--- config.mk ---
export PLATFORM = sky130hd
export DESIGN_NAME = pipeline_hazard_ctrl
export DESIGN_NICKNAME = d
export VERILOG_FILES = /design/src/rtl/pipe_pkg.sv /design/src/rtl/pipeline_hazard_ctrl_hazard_detect.sv /design/src/rtl/pipeline_hazard_ctrl.sv
export SDC_FILE = /design/constraint.sdc
export NUM_CORES = 1
export LEC_CHECK = 0
export CORE_MARGIN = 2
export CORE_UTILIZATION = 51
export CTS_CLUSTER_DIAMETER = 60
export DETAILED_ROUTE_END_ITERATION = 12
export PLACE_DENSITY = 0.88
export SLEW_MARGIN = 20
export SYNTH_ARGS = -nofsm -noshare
export SYNTH_HDL_FRONTEND = slang
export SYNTH_HIERARCHICAL = 1
export SYNTH_SLANG_ARGS = --single-unit
--- constraint.sdc ---
create_clock -name clk_i -period 2 [get_ports clk_i]
set_input_delay 0.2 -clock clk_i [delete_from_list [all_inputs] [get_ports clk_i]]
set_output_delay 0.2 -clock clk_i [all_outputs]
set_load 0.02 [all_outputs]
--- src/rtl/pipe_pkg.sv ---
// Shared pipeline-control definitions: FSM state encoding and the hard-wired zero register.
// Latency: n/a (types and constants only).
// Backpressure: n/a.
package pipe_pkg;

    typedef enum logic [1:0] {
        ST_IDLE     = 2'd0,
        ST_RUN      = 2'd1,
        ST_MEM_WAIT = 2'd2,
        ST_ERROR    = 2'd3
    } state_e;

    // x0 is hard-wired to zero, so a load targeting it never creates a dependency.
    localparam logic [4:0] REG_X0 = 5'd0;

endpackage

--- src/rtl/pipeline_hazard_ctrl_hazard_detect.sv ---
// Load-use hazard compare between the load in EX and the source operands of the instruction in ID.
// Latency: purely combinational, 0 cycles.
// Backpressure: none; the caller turns load_use_o into a stall.
//
// Ports:
//   ex_mem_read_i  instruction in EX is a load
//   ex_rd_i        destination register of the instruction in EX
//   id_rs1_i       rs1 of the instruction in ID
//   id_rs2_i       rs2 of the instruction in ID
//   load_use_o     ID needs a value the EX load has not produced yet
module hazard_detect
    import pipe_pkg::*;
(
    input  logic       ex_mem_read_i,
    input  logic [4:0] ex_rd_i,
    input  logic [4:0] id_rs1_i,
    input  logic [4:0] id_rs2_i,
    output logic       load_use_o
);

    always_comb begin
        load_use_o = ex_mem_read_i
                   & (ex_rd_i != REG_X0)
                   & ((ex_rd_i == id_rs1_i) | (ex_rd_i == id_rs2_i));
    end

endmodule

--- src/rtl/pipeline_hazard_ctrl.sv ---
// Pipeline sequencing controller: PC / IF/ID / ID/EX / MEM/WB enables, flushes and bubbles, memory watchdog.
// Latency: controls are combinational from state and inputs; state, watchdog, error flag and counter update on clk_i.
// Backpressure: an unacknowledged data-memory access freezes the pipeline; a load-use hazard stalls IF/ID and bubbles ID/EX.
//
// Ports:
//   clk_i, rst_i          clock, asynchronous active-high reset
//   start_i               leave IDLE (sampled only in IDLE)
//   ID_rs1_i, ID_rs2_i    source registers of the instruction in ID
//   EX_MemRead_i, EX_rd_i load flag and destination of the instruction in EX
//   branch_taken_i        branch in ID resolved taken
//   MEM_access_i          instruction in MEM performs a load or store
//   mem_ack_i             data memory completes the current access
//   mem_req_o .. memwb_bubble_o   pipeline register / PC controls
//   err_o                 sticky memory-timeout flag
//   stall_cnt_o           saturating count of frozen or load-use-stalled cycles
module pipeline_hazard_ctrl
    import pipe_pkg::*;
#(
    parameter int unsigned TIMEOUT = 255,
    parameter int unsigned CNT_W   = 32
) (
    input  logic             clk_i,
    input  logic             rst_i,
    input  logic             start_i,
    input  logic [4:0]       ID_rs1_i,
    input  logic [4:0]       ID_rs2_i,
    input  logic             EX_MemRead_i,
    input  logic [4:0]       EX_rd_i,
    input  logic             branch_taken_i,
    input  logic             MEM_access_i,
    input  logic             mem_ack_i,
    output logic             mem_req_o,
    output logic             pc_write_o,
    output logic             ifid_write_o,
    output logic             ifid_flush_o,
    output logic             idex_bubble_o,
    output logic             pipe_freeze_o,
    output logic             memwb_bubble_o,
    output logic             err_o,
    output logic [CNT_W-1:0] stall_cnt_o
);

    localparam logic [15:0]      TMO_LIMIT = 16'(TIMEOUT);
    localparam logic [CNT_W-1:0] CNT_MAX   = '1;

    state_e           state_q, state_d;
    logic [15:0]      tmo_q, tmo_d;
    logic             err_q, err_d;
    logic [CNT_W-1:0] stall_cnt_q, stall_cnt_d;

    logic load_use;
    logic in_run;
    logic in_wait;
    logic freeze;

    hazard_detect u_hazard_detect (
        .ex_mem_read_i (EX_MemRead_i),
        .ex_rd_i       (EX_rd_i),
        .id_rs1_i      (ID_rs1_i),
        .id_rs2_i      (ID_rs2_i),
        .load_use_o    (load_use)
    );

    // Control outputs. IDLE and ERROR fall into the freeze branch, so the
    // load-use and branch branches only ever act in RUN / MEM_WAIT.
    always_comb begin
        in_run  = (state_q == ST_RUN);
        in_wait = (state_q == ST_MEM_WAIT);
        // A mem_ack_i outside RUN-with-access / MEM_WAIT has no effect here,
        // because it only ever qualifies terms that already require a request.
        freeze  = (in_run & MEM_access_i & ~mem_ack_i)
                | (in_wait & ~mem_ack_i)
                | (state_q == ST_IDLE)
                | (state_q == ST_ERROR);

        mem_req_o      = (in_run & MEM_access_i) | in_wait;
        pc_write_o     = 1'b0;
        ifid_write_o   = 1'b0;
        ifid_flush_o   = 1'b0;
        idex_bubble_o  = 1'b0;
        pipe_freeze_o  = 1'b0;
        memwb_bubble_o = 1'b0;

        if (freeze) begin
            // MEM/WB takes a bubble so the instruction already in WB retires once.
            pipe_freeze_o  = 1'b1;
            memwb_bubble_o = 1'b1;
        end else if (load_use) begin
            // No flush here: a taken branch in ID must wait for its operand.
            idex_bubble_o = 1'b1;
        end else if (branch_taken_i) begin
            pc_write_o   = 1'b1;
            ifid_write_o = 1'b1;
            ifid_flush_o = 1'b1;
        end else begin
            pc_write_o   = 1'b1;
            ifid_write_o = 1'b1;
        end
    end

    // Next-state, watchdog, error flag and stall counter.
    always_comb begin
        state_d     = state_q;
        tmo_d       = tmo_q;
        err_d       = err_q;
        stall_cnt_d = stall_cnt_q;

        case (state_q)
            ST_IDLE: begin
                if (start_i) begin
                    state_d = ST_RUN;
                end
            end
            ST_RUN: begin
                // Ack in the same cycle as the access is a zero-wait access.
                if (MEM_access_i && !mem_ack_i) begin
                    state_d = ST_MEM_WAIT;
                    tmo_d   = 16'd1;
                end
            end
            ST_MEM_WAIT: begin
                // An ack on the last allowed cycle still wins over the timeout.
                if (mem_ack_i) begin
                    state_d = ST_RUN;
                    tmo_d   = 16'd0;
                end else if (tmo_q == TMO_LIMIT) begin
                    state_d = ST_ERROR;
                    err_d   = 1'b1;
                end else begin
                    tmo_d = tmo_q + 16'd1;
                end
            end
            ST_ERROR: begin
                state_d = ST_ERROR;
            end
            default: begin
                state_d = ST_IDLE;
            end
        endcase

        if ((in_run || in_wait) && (freeze || load_use) && (stall_cnt_q != CNT_MAX)) begin
            stall_cnt_d = stall_cnt_q + 1'b1;
        end
    end

    always_ff @(posedge clk_i or posedge rst_i) begin
        if (rst_i) begin
            state_q     <= ST_IDLE;
            tmo_q       <= 16'd0;
            err_q       <= 1'b0;
            stall_cnt_q <= '0;
        end else begin
            state_q     <= state_d;
            tmo_q       <= tmo_d;
            err_q       <= err_d;
            stall_cnt_q <= stall_cnt_d;
        end
    end

    assign err_o       = err_q;
    assign stall_cnt_o = stall_cnt_q;

endmodule

==> metrics.cfg, run 1 <==
[synthesis]
synthCells = 313
synth_flop_cell = dfrtp_1
synthArstFlopShare_pct = 100
synth_seq_cells = 51
yosysUniqueCellTypes = 43
synth_edf_count = 0
yosysSeqAreaShare_pct = 43.5
synth_fp_nets = 341
avgSynthCellArea_um2 = 9.38
yosysWarnings = 6
syn-cell-area_um2 = 2940

[route]
wl_met1_um = 3400
wl_met3_um = 529
vias = 2877
drt_pass1_iterations = 4
drt-total-wl_um = 8600
drc = 0
dr_wl_met2_um = 4440
drtAntennaViolNets = 0
drt_iter0_drc = 221
vias_per_cell = 5.94
top_layer = met4
wire_per_inst_um = 17.8

[place]
io_buffers = 61
dpl.hpwl_um = 5410
dp_cells = 471
place.gp.congestion = 0.856

[layout]
final_common_cell = dfrtp_1
mostFrequentLayoutCells = 51 x dfrtp_1, 46 x clkdlybuf4s50_1, 39 x buf_4
fillers = 339
area_growth_pct = 40.5
antennaDiodeCount = 0
fin_cells = 484
multi_input_area_um2 = 1670
fin_nets = 439
register_area_um2 = 1280
final_util_pct = 74.4
drive_above_1_share_pct = 21.1

[global_route]
antenna_found_initial = 0
grt_pass1_vias = 2644
grt_overflow = 0
grt_max_degree = 32
grt_usage_pct = 24.6
grt_first_pass_wirelength_um = 12400

[sta]
finalMaxSlewViolations = 0
slew_headroom_pct = 68.7
setup-violations-final = 9
setup_slack_ns = -0.0483
fin_skew_ns = 0.0129
grt_setup_unrepaired = yes
hold_viol = 0
fmax_mhz = 488
worst_pin_slew_ns = 0.469
fin_crit_sh_pct = 102
min_period_ns = 2.05

[power]
irDropWorstVdd_uv = 450
powerDensity_nw_per_um2 = 481
leakage_nw = 1.80

[clock_tree]
clockBufferDepth = 2
clk_pin_slew_worst_paths_ns = 0.10
cts_buffers = 5
cts_tree = built
clock_latency_ns = 0.30
cts-htree-levels = 2
cts-root-buf = clkbuf_8
cts_sinks = 51
cts-hold-fix-buffers = 0

[critical_path]
cp_top_family = simple AND/OR/NAND/NOR gates
max_stage_delay_ns = 0.42
path_max_fanout = 8
path_buf_inv = 2
worstSetupPathType = input pin to flip-flop
cp_cell_sequence = clkdlybuf4s50_1 > xor2_1 > nor3_2 > nand3_1 > a21oi_2 > o31ai_2 > o21ai_2 > buf_6 > and3_2 > nand4b_1 > xnor2_1
cp-start-kind = input pin
cp.required_ns = 2.20
cpMaxStageDelayCell = clkdlybuf4s50_1
setup.worst_path.end_class = flip-flop
cp.arrival_ns = 2.25

[floorplan]
fp.coreArea_um2 = 5540
die-area_um2 = 6380
die_w_um = 79.9
die_h_um = 79.9
ios = 62
rows = 27
start_util_pct = 53.0

[min_path]
hold_path_class = input pin to async pin

[run_status]
status = finished, violations left
violations = setup timing

[run]
cap_violations = 0

-- path summary, 6_finish.rpt --
kind / slack (ns) / end / depth (start not counted) / startpoint
min in group clk_i: 0.48 / err_o$_DFFE_PP0P_ / 1 / err_o$_DFFE_PP0P_
worst min-delay path: 0.22 / stall_cnt_o[28]$_DFFE_PP0P_ / 2 / rst_i
max in group asynchronous: 1.24 / stall_cnt_o[11]$_DFFE_PP0P_ / 3 / rst_i
worst min register to register: 0.48 / err_o$_DFFE_PP0P_ / 1 / err_o$_DFFE_PP0P_
worst max register to register: 0.03 / stall_cnt_o[23]$_DFFE_PP0P_ / 7 / state_q[0]$_DFFE_PP0P_
worst max-delay path: -0.05 / stall_cnt_o[21]$_DFFE_PP0P_ / 11 / ID_rs2_i[4]
-- per-stage QoR --
step                      setup TNS, ns  setup WS [ns]  instance area (um^2)  hold WS [ns]  total power, mW
after floorplan                       0         0.0224                  2940         0.387             1.09
after global placement           -13.76         -0.458                  3860         0.442             1.15
after detailed placement         -14.65         -0.486                  3860         0.458             1.16
after CTS                             0      0.0000325                  4010         0.229             1.99
after global routing              -1.51         -0.106                  4120         0.253             2.04
final                            -0.228        -0.0483                  4120         0.223             1.98
-- where the power goes --
part / internal (mW) / switching [mW] / total, mW
registers: 1.03 / 0 / 1.03
logic: 0.0578 / 0.0531 / 0.111
clock network: 0.499 / 0.345 / 0.844
total: 1.59 / 0.398 / 1.98
-- flip-flops by register name, indices dropped and copies added, names as in the netlist --
signal       cells
err_o            1
stall_cnt_o     32
state_q          2
tmo_q           16
-- per-layer routing --
layer,global-route usage [%],vias to the layer above
met2,42.8,134
met4,7.29,0
li1,-,1319
met1,31.5,1400
met3,4.19,24
met5,0,-
-- synth_stat cells (4+ instances only) --
cell type  count  area (um^2)
dfrtp_1       51         1280
nand2_1       33          124
xnor2_1       29          254
nand3_1       20          100
nand4_1       20          125
nor2_1        18         67.6
o21ai_0       17         85.1
and3_1        12         75.1
inv_1         12         45.0
xor2_1        11         96.3
a21oi_1       10         50.1
nor3_1         8         40.0
ha_1           6         75.1
buf_2          5         25.0
and4_1         4         35.0
nand2b_1       4         25.0
nor2b_1        4         25.0
o31ai_1        4         30.0
or3_1          4         25.0
-- cell families (layout without fill, tap and decap cells) --
group | count (synthesis) | count (layout) | synth area share (%)
buffers and inverters | 22 | 121 | 3.28
multiplexers | 4 | 4 | 1.45
flip-flops | 51 | 51 | 43.5
AND/OR/NAND/NOR | 145 | 145 | 28.0
adder cells (fa/ha/maj) | 6 | 6 | 2.56
AO/OA/AOI/OAI | 45 | 45 | 9.29
XOR/XNOR | 40 | 40 | 11.9
-- cell type report --
class	count	area share (%)
Timing Repair Buffer	101	21.9
Tap cell	72	2.19
Multi-Input combinational cell	240	40.5
Sequential cell	51	31.0
Clock inverter	3	1.64
Inverter	12	1.09
Clock buffer	5	1.67
-- what timing repair did --
item                       4_1_cts  5_1_grt
buffers inserted                 2        3
setup endpoints to repair       37       41
pin swaps                        4        9
gates resized for setup         27       33
hold endpoints to repair         0        0
Power figures use the tool's default switching activity.
==> run 2: changes to the inputs <==
Settings changed: REMOVE_ABC_BUFFERS set to 1.
==> metrics.cfg, run 2 (same netlist as run 1, synthesis figures left out) <==
[layout]
final_common_cell = dfrtp_1
antennaDiodeCount = 0
area_growth_pct = 41.4
drive_above_1_share_pct = 21.9
final_cell_area_um2 = 4150
largest_reg_flops = 32
fin_nets = 438
fillers = 342
mostFrequentLayoutCells = 47 x dfrtp_1, 43 x clkdlybuf4s50_1, 37 x buf_4

[critical_path]
r2r-start = state_q[0]$_DFFE_PP0P_
path_buf_inv = 3
cp.required_ns = 1.80
setup.worst_path.end_class = primary output
crit_start = state_q[1]$_DFFE_PP0P_
worstSetupPathType = flip-flop to primary output
path_max_fanout = 4
cp_cell_sequence = inv_4 > ha_4 > a21oi_2 > o21ai_2 > buf_4 > clkdlybuf4s15_1
cp_top_family = buffers and inverters
cp.arrival_ns = 1.81
cpMaxStageDelayCell = dfrtp_2
cp-start-kind = flip-flop
max_stage_delay_ns = 0.47

[sta]
worst_pin_slew_ns = 0.481
fin_skew_ns = 0.0129
slew_headroom_pct = 67.9
worst_hold_slack_ns = 0.210
finalMaxSlewViolations = 0
setup_slack_ns = -0.00711
fmax_mhz = 498
setup-violations-final = 1
min_period_ns = 2.01
hold_viol = 0
fin_crit_sh_pct = 100

[clock_tree]
cts_sinks = 51
cts-htree-levels = 2
clock_latency_ns = 0.31
clk_pin_slew_worst_paths_ns = 0.10
cts_buffers = 5
cts_tree = built
clockBufferDepth = 2
cts-root-buf = clkbuf_8

[min_path]
hold_path_class = input pin to async pin

[power]
irDropWorstVdd_uv = 385
leakage_nw = 1.83
power_mw = 1.91
powerDensity_nw_per_um2 = 459

[route]
wire_per_inst_um = 17.2
vias = 2816
drc = 0
drt-total-wl_um = 8300
drt_iter0_drc = 174
vias_per_cell = 5.83
drt_pass1_iterations = 4
drtAntennaViolNets = 0

[floorplan]
ios = 62
die_w_um = 79.9
die_h_um = 79.9
fp.coreArea_um2 = 5540
rows = 27
start_util_pct = 53.0
die-area_um2 = 6380

[global_route]
grt_pass1_vias = 2754
grt_first_pass_wirelength_um = 12600
grt_usage_pct = 25.5
antenna_found_initial = 0
grt_max_degree = 24
grt_overflow = 0

[place]
place.gp.congestion = 0.944
dpl_cell_area_um2 = 3840
dpl.hpwl_um = 5520
post-place-ws_ns = -0.578
io_buffers = 61

[run_status]
status = finished, violations left
violations = setup timing

[run]
cap_violations = 0

==> run 2: per-layer routing <==
| layer | track usage [%] | vias to the layer above | wire length (um) |
|---|---|---|---|
| li1 | - | 1309 | - |
| met4 | 10.8 | 0 | 169 |
| met1 | 32.1 | 1377 | 3410 |
| met2 | 43.1 | 117 | 4200 |
| met5 | 0 | - | 0 |
| met3 | 4.64 | 13 | 531 |
==> run 2: power breakdown <==
part,internal (mW),switching [mW]
Combinational,0.0524,0.0526
Clock,0.412,0.359
Sequential,1.03,0
Total,1.49,0.412
==> run 2: metrics by stage <==
stage	setup TNS [ns]	utilization (%)	instances
finish	-0.00711	74.9	483
global route	-0.101	74.9	483
CTS	-0.0136	72.1	480
detailed placement	-15.26	69.3	470
global placement	-13.19	69.3	470
floorplan	-2.38	-	303
==> run 2: area by class of cell <==
class                   instances  area [um^2]  area share [%]
multi-input cells             240         1700            41.0
flip-flops and latches         51         1280            30.9
repair buffers                100          905            21.8
well taps                      72         90.1            2.17
clock buffers                   6         82.6            1.99
inverters                      12         50.0            1.21
clock inverters                 2         38.8           0.934
==> run 2: final timing paths <==
check                                         endpoint  slack (ns)  cells past startpoint
hold / removal                  state_q[0]$_DFFE_PP0P_        0.21                      2
max in group asynchronous   stall_cnt_o[2]$_DFFE_PP0P_        1.18                      3
setup reg to reg           stall_cnt_o[23]$_DFFE_PP0P_        0.06                      8
setup / recovery                        memwb_bubble_o      -0.007                      6
min in group clk_i         stall_cnt_o[10]$_DFFE_PP0P_        0.52                      1
hold reg to reg            stall_cnt_o[10]$_DFFE_PP0P_        0.52                      1
==> run 2: what timing repair did <==
item,CTS,global route
pin swaps,7,12
endpoints found under the hold margin,0,0
setup endpoints to repair,38,47
hold buffers,0,0
gates resized for setup,39,40
buffers inserted,2,3
==> run 3: changes to the inputs <==
Settings changed: CELL_PAD_IN_SITES_DETAIL_PLACEMENT set to 0, CELL_PAD_IN_SITES_GLOBAL_PLACEMENT set to 1, CORE_UTILIZATION 51 to 39, PLACE_DENSITY 0.88 to 0.89.
==> metrics.cfg, run 3 (same netlist as run 1, synthesis figures left out) <==
[run_status]
status = completed

[place]
dpl.hpwl_um = 5410
place.gp.congestion = 0.816
dp_cells = 501
io_buffers = 61

[min_path]
hold_path_class = input pin to async pin

[layout]
fillers = 643
antennaDiodeCount = 0
largest_reg_flops = 32
fin_cells = 517
final_util_pct = 57.9
area_growth_pct = 43.2
mostFrequentLayoutCells = 49 x dfrtp_1, 45 x buf_4, 43 x clkdlybuf4s50_1
drive_above_1_share_pct = 21.3
fin_nets = 445
final_common_cell = dfrtp_1

[route]
drc = 0
wire_per_inst_um = 13.9
vias = 2658
drtAntennaViolNets = 0
drt_iter0_drc = 110
vias_per_cell = 5.14
drt_pass1_iterations = 4
drt-total-wl_um = 7190

[floorplan]
die-area_um2 = 8240
die_w_um = 90.8
start_util_pct = 40.5
die_h_um = 90.8
ios = 62
fp.coreArea_um2 = 7250
rows = 31

[sta]
min_period_ns = 1.93
finalMaxSlewViolations = 0
worst_pin_slew_ns = 0.415
slew_headroom_pct = 72.3
tns_ns = 0
setup-violations-final = 0
grt_setup_unrepaired = yes
hold_viol = 0
fin_skew_ns = 0.0152
fin_crit_sh_pct = 96.5
fmax_mhz = 518

[power]
p_int_mw = 1.47
power_mw = 1.89
pwr-share-seq_pct = 54.5
p_sw_uw = 422
p_clk_share_pct = 39.9
pwr-share-comb_pct = 5.5
leakage_nw = 1.80
powerDensity_nw_per_um2 = 450
sw_frac_of_total_pct = 22.4
irDropWorstVdd_uv = 337

[global_route]
grt_usage_pct = 17.4
grt_overflow = 0
grt_first_pass_wirelength_um = 11900
antenna_found_initial = 0
grt_pass1_vias = 2633
grt_max_degree = 23

[critical_path]
cp.required_ns = 2.24
setup.worst_path.end_class = flip-flop
cp-start-kind = input pin
cp.arrival_ns = 2.17
worstSetupPathType = input pin to flip-flop
path_max_fanout = 8

[clock_tree]
clockBufferDepth = 2
cts_tree = built
cts-htree-levels = 2
clock_latency_ns = 0.32
cts-root-buf = clkbuf_8
clk_pin_slew_worst_paths_ns = 0.11
cts-hold-fix-buffers = 0
cts_buffers = 5
cts_sinks = 51

[run]
cap_violations = 0

-- run 3: cell types whose count changed in the layout (fill, tap and decap cells not counted), moves of 2 or more --
cell            change
buf_6               -2
dlymetal6s2s_1      -6
and3_1              +4
buf_4               +8
dlygate4sd2_1       +7
and3_2              -3
dfrtp_1             +2
a21boi_4            +2
dfrtp_2             -2
-- run 3: worst max-delay path, cell delays in order --
cell and delay (ns):
clkdlybuf4s15_1 0.19, or4_4 0.51, o21ai_2 0.14, a21oi_2 0.07, o31ai_2 0.33, o21ai_4 0.11, buf_6 0.15, and2_2 0.20
nand2_1 0.08, mux2i_1 0.18
-- run 3: cell type report --
cell class	instances	area, um^2	share of cell area [%]
multi-input combinational	240	1690	40.1
sequential	51	1280	30.4
timing repair buffer	107	950	22.6
tap	99	124	2.95
clock buffer	5	68.8	1.64
clock inverter	3	47.5	1.13
inverter	12	47.5	1.13
-- run 3: per-stage QoR --
| step | setup WS, ns | hold WS [ns] | instance area, um^2 |
|---|---|---|---|
| floorplan | -0.859 | 0.387 | 2880 |
| global placement | -0.433 | 0.465 | 3920 |
| detailed placement | -0.484 | 0.464 | 3920 |
| CTS | 0.000187 | 0.210 | 4070 |
| global route | -0.0285 | 0.237 | 4200 |
| finish | 0.0695 | 0.191 | 4200 |
-- run 3: timing repair --
item,4_1_cts,5_1_grt
gates cloned,0,0
resized for setup,45,22
endpoints found under the setup margin,37,29
pin swaps,11,8
setup buffers,2,7
-- run 3: power groups by stage --
stage / Combinational [mW] / Clock (mW) / Sequential, mW
global placement: 0.106 / 0 / 1.05
detailed placement: 0.108 / 0 / 1.05
finish: 0.105 / 0.754 / 1.03
global route: 0.116 / 0.796 / 1.03
floorplan: 0.0355 / 0 / 1.05
CTS: 0.104 / 0.764 / 1.03
-- run 3: worst paths after layout --
| kind | startpoint | end | slack (ns) | cells after the start |
|---|---|---|---|---|
| max | EX_rd_i[4] | stall_cnt_o[22]$_DFFE_PP0P_ | 0.07 | 10 |
| min reg2reg | err_o$_DFFE_PP0P_ | err_o$_DFFE_PP0P_ | 0.48 | 1 |
| max in group asynchronous | rst_i | stall_cnt_o[4]$_DFFE_PP0P_ | 1.26 | 3 |
| min | rst_i | tmo_q[3]$_DFFE_PP0P_ | 0.19 | 2 |
| max reg2reg | state_q[0]$_DFFE_PP0P_ | stall_cnt_o[22]$_DFFE_PP0P_ | 0.10 | 8 |
| min in group clk_i | err_o$_DFFE_PP0P_ | err_o$_DFFE_PP0P_ | 0.48 | 1 |
-- run 3: layer usage --
layer	vias to the layer above	global-route usage (%)	part of all wire [%]
met5	-	0	0
met4	0	4.62	1.1
met3	10	3.01	2.9
met2	38	31.3	52
met1	1279	21.5	44
li1	1331	-	-
==> patch 1 (settings of run 1) <==
Register the output `stall_cnt_o` once more; this adds one clock of latency there. The other outputs are not delayed to match. Comments in the files are not updated.
--- a/src/rtl/pipeline_hazard_ctrl.sv
+++ b/src/rtl/pipeline_hazard_ctrl.sv
@@ -158,7 +158,9 @@
     end
 
     assign err_o       = err_q;
-    assign stall_cnt_o = stall_cnt_q;
+    always_ff @(posedge clk_i) begin
+        stall_cnt_o <= stall_cnt_q;
+    end
 
 endmodule
 
Formal check against the unedited RTL: not equivalent (Yosys sat finds a counterexample within 4 cycles, from zero or initial values and one cycle with rst_i high).
==> patch 1 against run 1 <==
- the flow still finishes with violations (negative setup slack)
- area after synthesis rose by 22%
- register-to-register slack got worse by 0.27 ns
- count of clock-buffer cells in the layout up 5
- via count is 21% higher
- setup slack worse by 0.19 ns
- final area grew 32%
- sequential cell count increased by 32
- maximum frequency decreased by 8.4%
- critical path depth is 5 lower
- wire length is 29% higher
- die area rose by 21%
- largest cell class unchanged
Power is not compared: it rests on default switching activity, and its combinational part moved more than twofold at a synthesized area within 25%.
==> patch 1: results (changes against run 1) <==
The maximum level of the CTS H-tree is 3 (+1). In the post-synthesis netlist, the biggest area contributors are dfrtp_1, dfxtp_1, xor2_1, nand2_1, nand4_1. The final reports fail on negative setup slack.

The net count of the mapped netlist came out at 374 (+9.7%). The total routing usage reported by global routing came out at 28.4% (+3.8 points). The final count of negative-setup-slack endpoints was 38 (+29). The via count of the first global-routing pass came to 3331 (+26%). The placed wire-length estimate is 6370 um (+18%).

The number of clock buffers inserted by TritonCTS came out at 9 (+4). The most critical setup path has its startpoint at stall_cnt_q[28]$_DFFE_PP0P_. The distinct cell type count after synthesis was 46 (+7.0%). The largest clock skew in the final design came to 0.0171 ns (+0.00427 ns). The insertion delay of the later-clocked pin in the worst-skew pair is 0.36 ns (+0.06 ns).

The fraction of synthesis flops using an asynchronous set or reset pin came to 61.4% (-39 points). The post-place instance area was 4800 um2 (+24%). The post-synthesis sequential area ratio came to 53.5% (+10 points). The post-layout worst setup margin came out at -0.236 ns (-0.188 ns). The total of fill cells in the finished design is 369 (+8.8%). The run finished, with violations left.

The global-route wire length before repair is 16600 um (+34%). The ratio of routed vias to standard cells came out at 5.95 (+0.10%). The maximum number of pins on one net before global-route repair is 40 (+25%).

The delay of the slowest cell on the worst path came out at 0.59 ns (+0.17 ns). The final net count came out at 510 (+16%). The critical path arrival came out at 2.49 ns (+0.24 ns).
-- patch 1: changes by cell type in the layout (fill, tap and decap cells not counted), moves of 5 or more --
cell / change
xnor2_1: -20
nor4_1: +5
buf_6: +9
nor2_1: -6
o31ai_1: +5
and3_1: -5
dlygate4sd2_1: +5
dfxtp_1: +32
buf_4: +24
nor3_4: +5
xor2_1: +15
-- patch 1: layout make-up --
cell class	count	area, um2	share of cell area [%]
clock inverter	6	88.8	1.63
multi-input combinational	241	1920	35.2
inverter	11	41.3	0.756
tap	96	120	2.20
clock buffer	10	128	2.34
sequential	83	1920	35.1
timing repair buffer	136	1240	22.7
-- patch 1: kinds of logic after synthesis --
logic type	after synthesis	share of synthesized area, %
multiplexers	2	0.734
flip-flops	83	53.5
AND/OR/NAND/NOR	138	21.5
XOR/XNOR	39	9.54
adder cells (fa/ha/maj)	6	2.10
AO/OA/AOI/OAI	56	9.75
buffers and inverters	22	2.80
-- patch 1: routing by layer --
metal	GRT usage (%)	part of all wire [%]	wire length, um
met4	16.1	3.5	385
met3	5.66	7.5	836
met2	48.6	52	5750
met5	0	0	0
met1	33.4	37	4120
-- patch 1: path summary, 6_finish.rpt --
| path | to | slack (ns) | depth (start not counted) |
|---|---|---|---|
| worst min register to register | stall_cnt_o[19]$_DFF_P_ | 0.43 | 0 |
| min in group clk_i | stall_cnt_o[19]$_DFF_P_ | 0.43 | 0 |
| worst max register to register | stall_cnt_q[10]$_DFFE_PP0P_ | -0.24 | 6 |
| worst max-delay path | stall_cnt_q[10]$_DFFE_PP0P_ | -0.24 | 6 |
| max in group asynchronous | stall_cnt_q[17]$_DFFE_PP0P_ | 1.37 | 3 |
| worst min-delay path | stall_cnt_q[11]$_DFFE_PP0P_ | 0.11 | 2 |
-- patch 1: metrics by stage --
stage                     std cells  total power [mW]
final                           583              6.03
after global routing            583              6.29
after CTS                       578              5.84
after detailed placement        554              4.12
after global placement          554              4.03
after floorplan                 346              3.12
-- patch 1: worst reg2reg max path, cell delays in order, from the launching register on --
cell and delay [ns]:
dfrtp_1 0.49, nand2_1 0.20, or4_4 0.59, nor3_4 0.33, buf_8 0.23, nor4_4 0.07, xor2_1 0.22
-- patch 1: where the power goes --
part / internal (mW) / switching (mW) / total (mW)
Sequential: 1.82 / 0.104 / 1.93
Combinational: 1.34 / 1.42 / 2.76
Clock: 0.709 / 0.631 / 1.34
-- patch 1: what timing repair did --
action,CTS,global route
resized for setup,82,32
buffers inserted,7,7
endpoints found under the setup margin,39,49
cloned,1,0
hold buffers,0,0
pin swaps,19,17
==> patch 2 (flow settings as in run 1) <==
Made on the original files. `REG_X0`: 5'd0 -> 5'd1.
--- a/src/rtl/pipe_pkg.sv
+++ b/src/rtl/pipe_pkg.sv
@@ -11,7 +11,7 @@
     } state_e;
 
     // x0 is hard-wired to zero, so a load targeting it never creates a dependency.
-    localparam logic [4:0] REG_X0 = 5'd0;
+    localparam logic [4:0] REG_X0 = 5'd1;
 
 endpackage
 
Formal check against the unedited RTL: not equivalent (a bounded check fails within 4 cycles, from zero or initial values and one cycle with rst_i high).
==> patch 2 against run 1 <==
- the flow still finishes with violations (negative setup slack)
- largest cell class unchanged
- sequential power hardly changed
- die area hardly changed
- count of clock-buffer cells in the layout stayed put
- setup slack worse by 0.00055 ns
- sequential cell count stayed put
- critical path type is now flop to output pin
- via count is 0.14% lower
- power is 0.90% higher
- area after synthesis hardly changed
- wire length is 0.22% higher
- final area is 0.39% higher
==> patch 2: results (changes against run 1) <==
The met3 track demand over resource is 5.77% (+1.6 points). The via count of the first global-routing pass came out at 2812 (+6.4%). By count the netlist is led by dfrtp_1, nand2_1, xnor2_1. The maximum number of pins on one net before global-route repair came to 42 (+31%). The number of antenna diodes is 0 (unchanged). The final reports fail on negative setup slack.

The worst setup slack after placement is -0.556 ns (-0.0701 ns). The maximum buffer depth of the clock tree came out at 2 (unchanged). The initial detailed-routing violation count is 189 (-14%). The flow ran to the end, but the final reports show violations. The post-place instance area was 3870 um2 (+0.26%). Clock latency on the worst-skew pair, taken at its later pin, is 0.31 ns.

The global-route met2 utilization came out at 46.3% (+3.6 points). The final design area excluding fillers is 4140 um2 (+0.39%). The post-synthesis sequential area ratio came out at 43.4% (about the same). The largest clock skew in the final design came to 0.0150 ns (+0.00214 ns). The final net count is 438 (-0.23%). The routing usage on met1 came out at 32.0% (+0.58 points). The count of placed standard cells including taps is 472 (+0.21%). The area share of the leading cell type in the synthesized netlist is 43.4% (about the same). Sorting the synthesized cells by area gives the leading types as dfrtp_1, xnor2_1, nand4_1, nand2_1, nand3_1. The global-route wire length before repair came to 13400 um (+7.4%).

The clock slew seen by the registers of the worst setup and hold paths was 0.10 ns (about the same). The total of fill cells in the finished design came out at 362 (+6.8%). The total routing usage reported by global routing is 26.7% (+2.0 points).

The placed wire-length estimate came out at 5580 um (+3.2%). The remaining max-slew budget at the tightest pin came out at 73.7% (+5.0 points). The post-layout worst setup margin came out at -0.0488 ns (-0.000549 ns). The final count of negative-setup-slack endpoints is 6 (-3). The peak fanout along the critical path came out at 4 (-4). The net count of the mapped netlist came out at 341 (unchanged). The number of antenna violations at the first check in global routing came to 0 (unchanged). The ratio of routed vias to standard cells is 5.95 (about the same). The distinct cell type count after synthesis came to 43 (unchanged).

The total routed wirelength is 8620 um (+0.22%). The number of clock buffers inserted by TritonCTS is 5 (unchanged). The first-pass iteration count of the detailed router is 5 (+1).

The final weighted congestion in routability-driven placement is 0.889 (+4.0%). The number of cells in the finished layout apart from fillers is 483 (-0.21%). In the synthesized netlist the dominant register cell turns out to be dfrtp_1. The flip-flop count of the largest register after layout is 32 (unchanged).

The peak supply drop came to 329 uV (-27%). In this run the worst hold path is classified as input pin to asynchronous set/reset pin. The instance count of the mapped netlist was 313 (unchanged). The clock tree root driver cell is clkbuf_8. The total leakage power came out at 1.79 nW (-0.72%). The critical path arrival was 1.85 ns (-0.40 ns).

The fraction of final layout cells sized beyond drive strength 1 came out at 21.7% (+0.54 points).
==> patch 2: critical path, stage by stage (launching register included) <==
cell	delay (ns)
dfrtp_1	0.45
buf_4	0.16
ha_1	0.24
nor2_1	0.15
o21ai_2	0.09
nor2_2	0.17
and2_1	0.14
buf_4	0.13
==> patch 2: final cells by class <==
cell class	instances	area share, %
multi-input cells	240	40.3
repair buffers	100	22.1
clock buffers	5	1.66
inverters	12	1.09
well taps	72	2.18
flip-flops and latches	51	31.0
clock inverters	3	1.63
==> patch 2: through the flow <==
stage	TNS, ns	total power, mW
final	-0.121	2.00
after global routing	-0.522	2.05
after CTS	-0.00553	1.99
after detailed placement	-17.16	1.15
after global placement	-13.81	1.15
after floorplan	0	1.09
==> patch 2: path summary, 6_finish.rpt <==
path	start	endpoint	slack [ns]
max	state_q[0]$_DFFE_PP0P_	ifid_flush_o	-0.05
min	rst_i	tmo_q[4]$_DFFE_PP0P_	0.17
max reg2reg	state_q[0]$_DFFE_PP0P_	tmo_q[15]$_DFFE_PP0P_	0.02
min reg2reg	err_o$_DFFE_PP0P_	err_o$_DFFE_PP0P_	0.47
max in group asynchronous	rst_i	stall_cnt_o[0]$_DFFE_PP0P_	1.30
min in group clk_i	err_o$_DFFE_PP0P_	err_o$_DFFE_PP0P_	0.47
==> patch 2: kinds of logic after synthesis <==
group,Yosys count,share of synthesized area (%)
AOI/OAI and AO/OA,45,9.28
xor gates and xnor gates,40,11.9
adders and majority gates,6,2.56
buffers and inverters,22,3.28
DFF,51,43.4
muxes,4,1.45
and+or+nand+nor,145,28.1
==> patch 2: report_power, final <==
part / leakage, nW / internal (mW) / switching [mW]
Sequential: 0.660 / 1.03 / 0
Combinational: 1.06 / 0.0571 / 0.0530
Clock: 0.0644 / 0.499 / 0.363
==> patch 2: layer usage <==
| layer | wire length [um] | share of wire [%] |
|---|---|---|
| met1 | 3400 | 39 |
| met3 | 461 | 5.3 |
| met2 | 4550 | 53 |
| met5 | 0 | 0 |
| met4 | 217 | 2.5 |
==> patch 2: what timing repair did <==
action                                 4_1_cts  5_1_grt
endpoints found under the hold margin        0        0
cloned                                       0        0
gates resized for setup                     44       22
setup endpoints to repair                   39       46
pin swaps                                    9       13
buffers inserted                             1        2
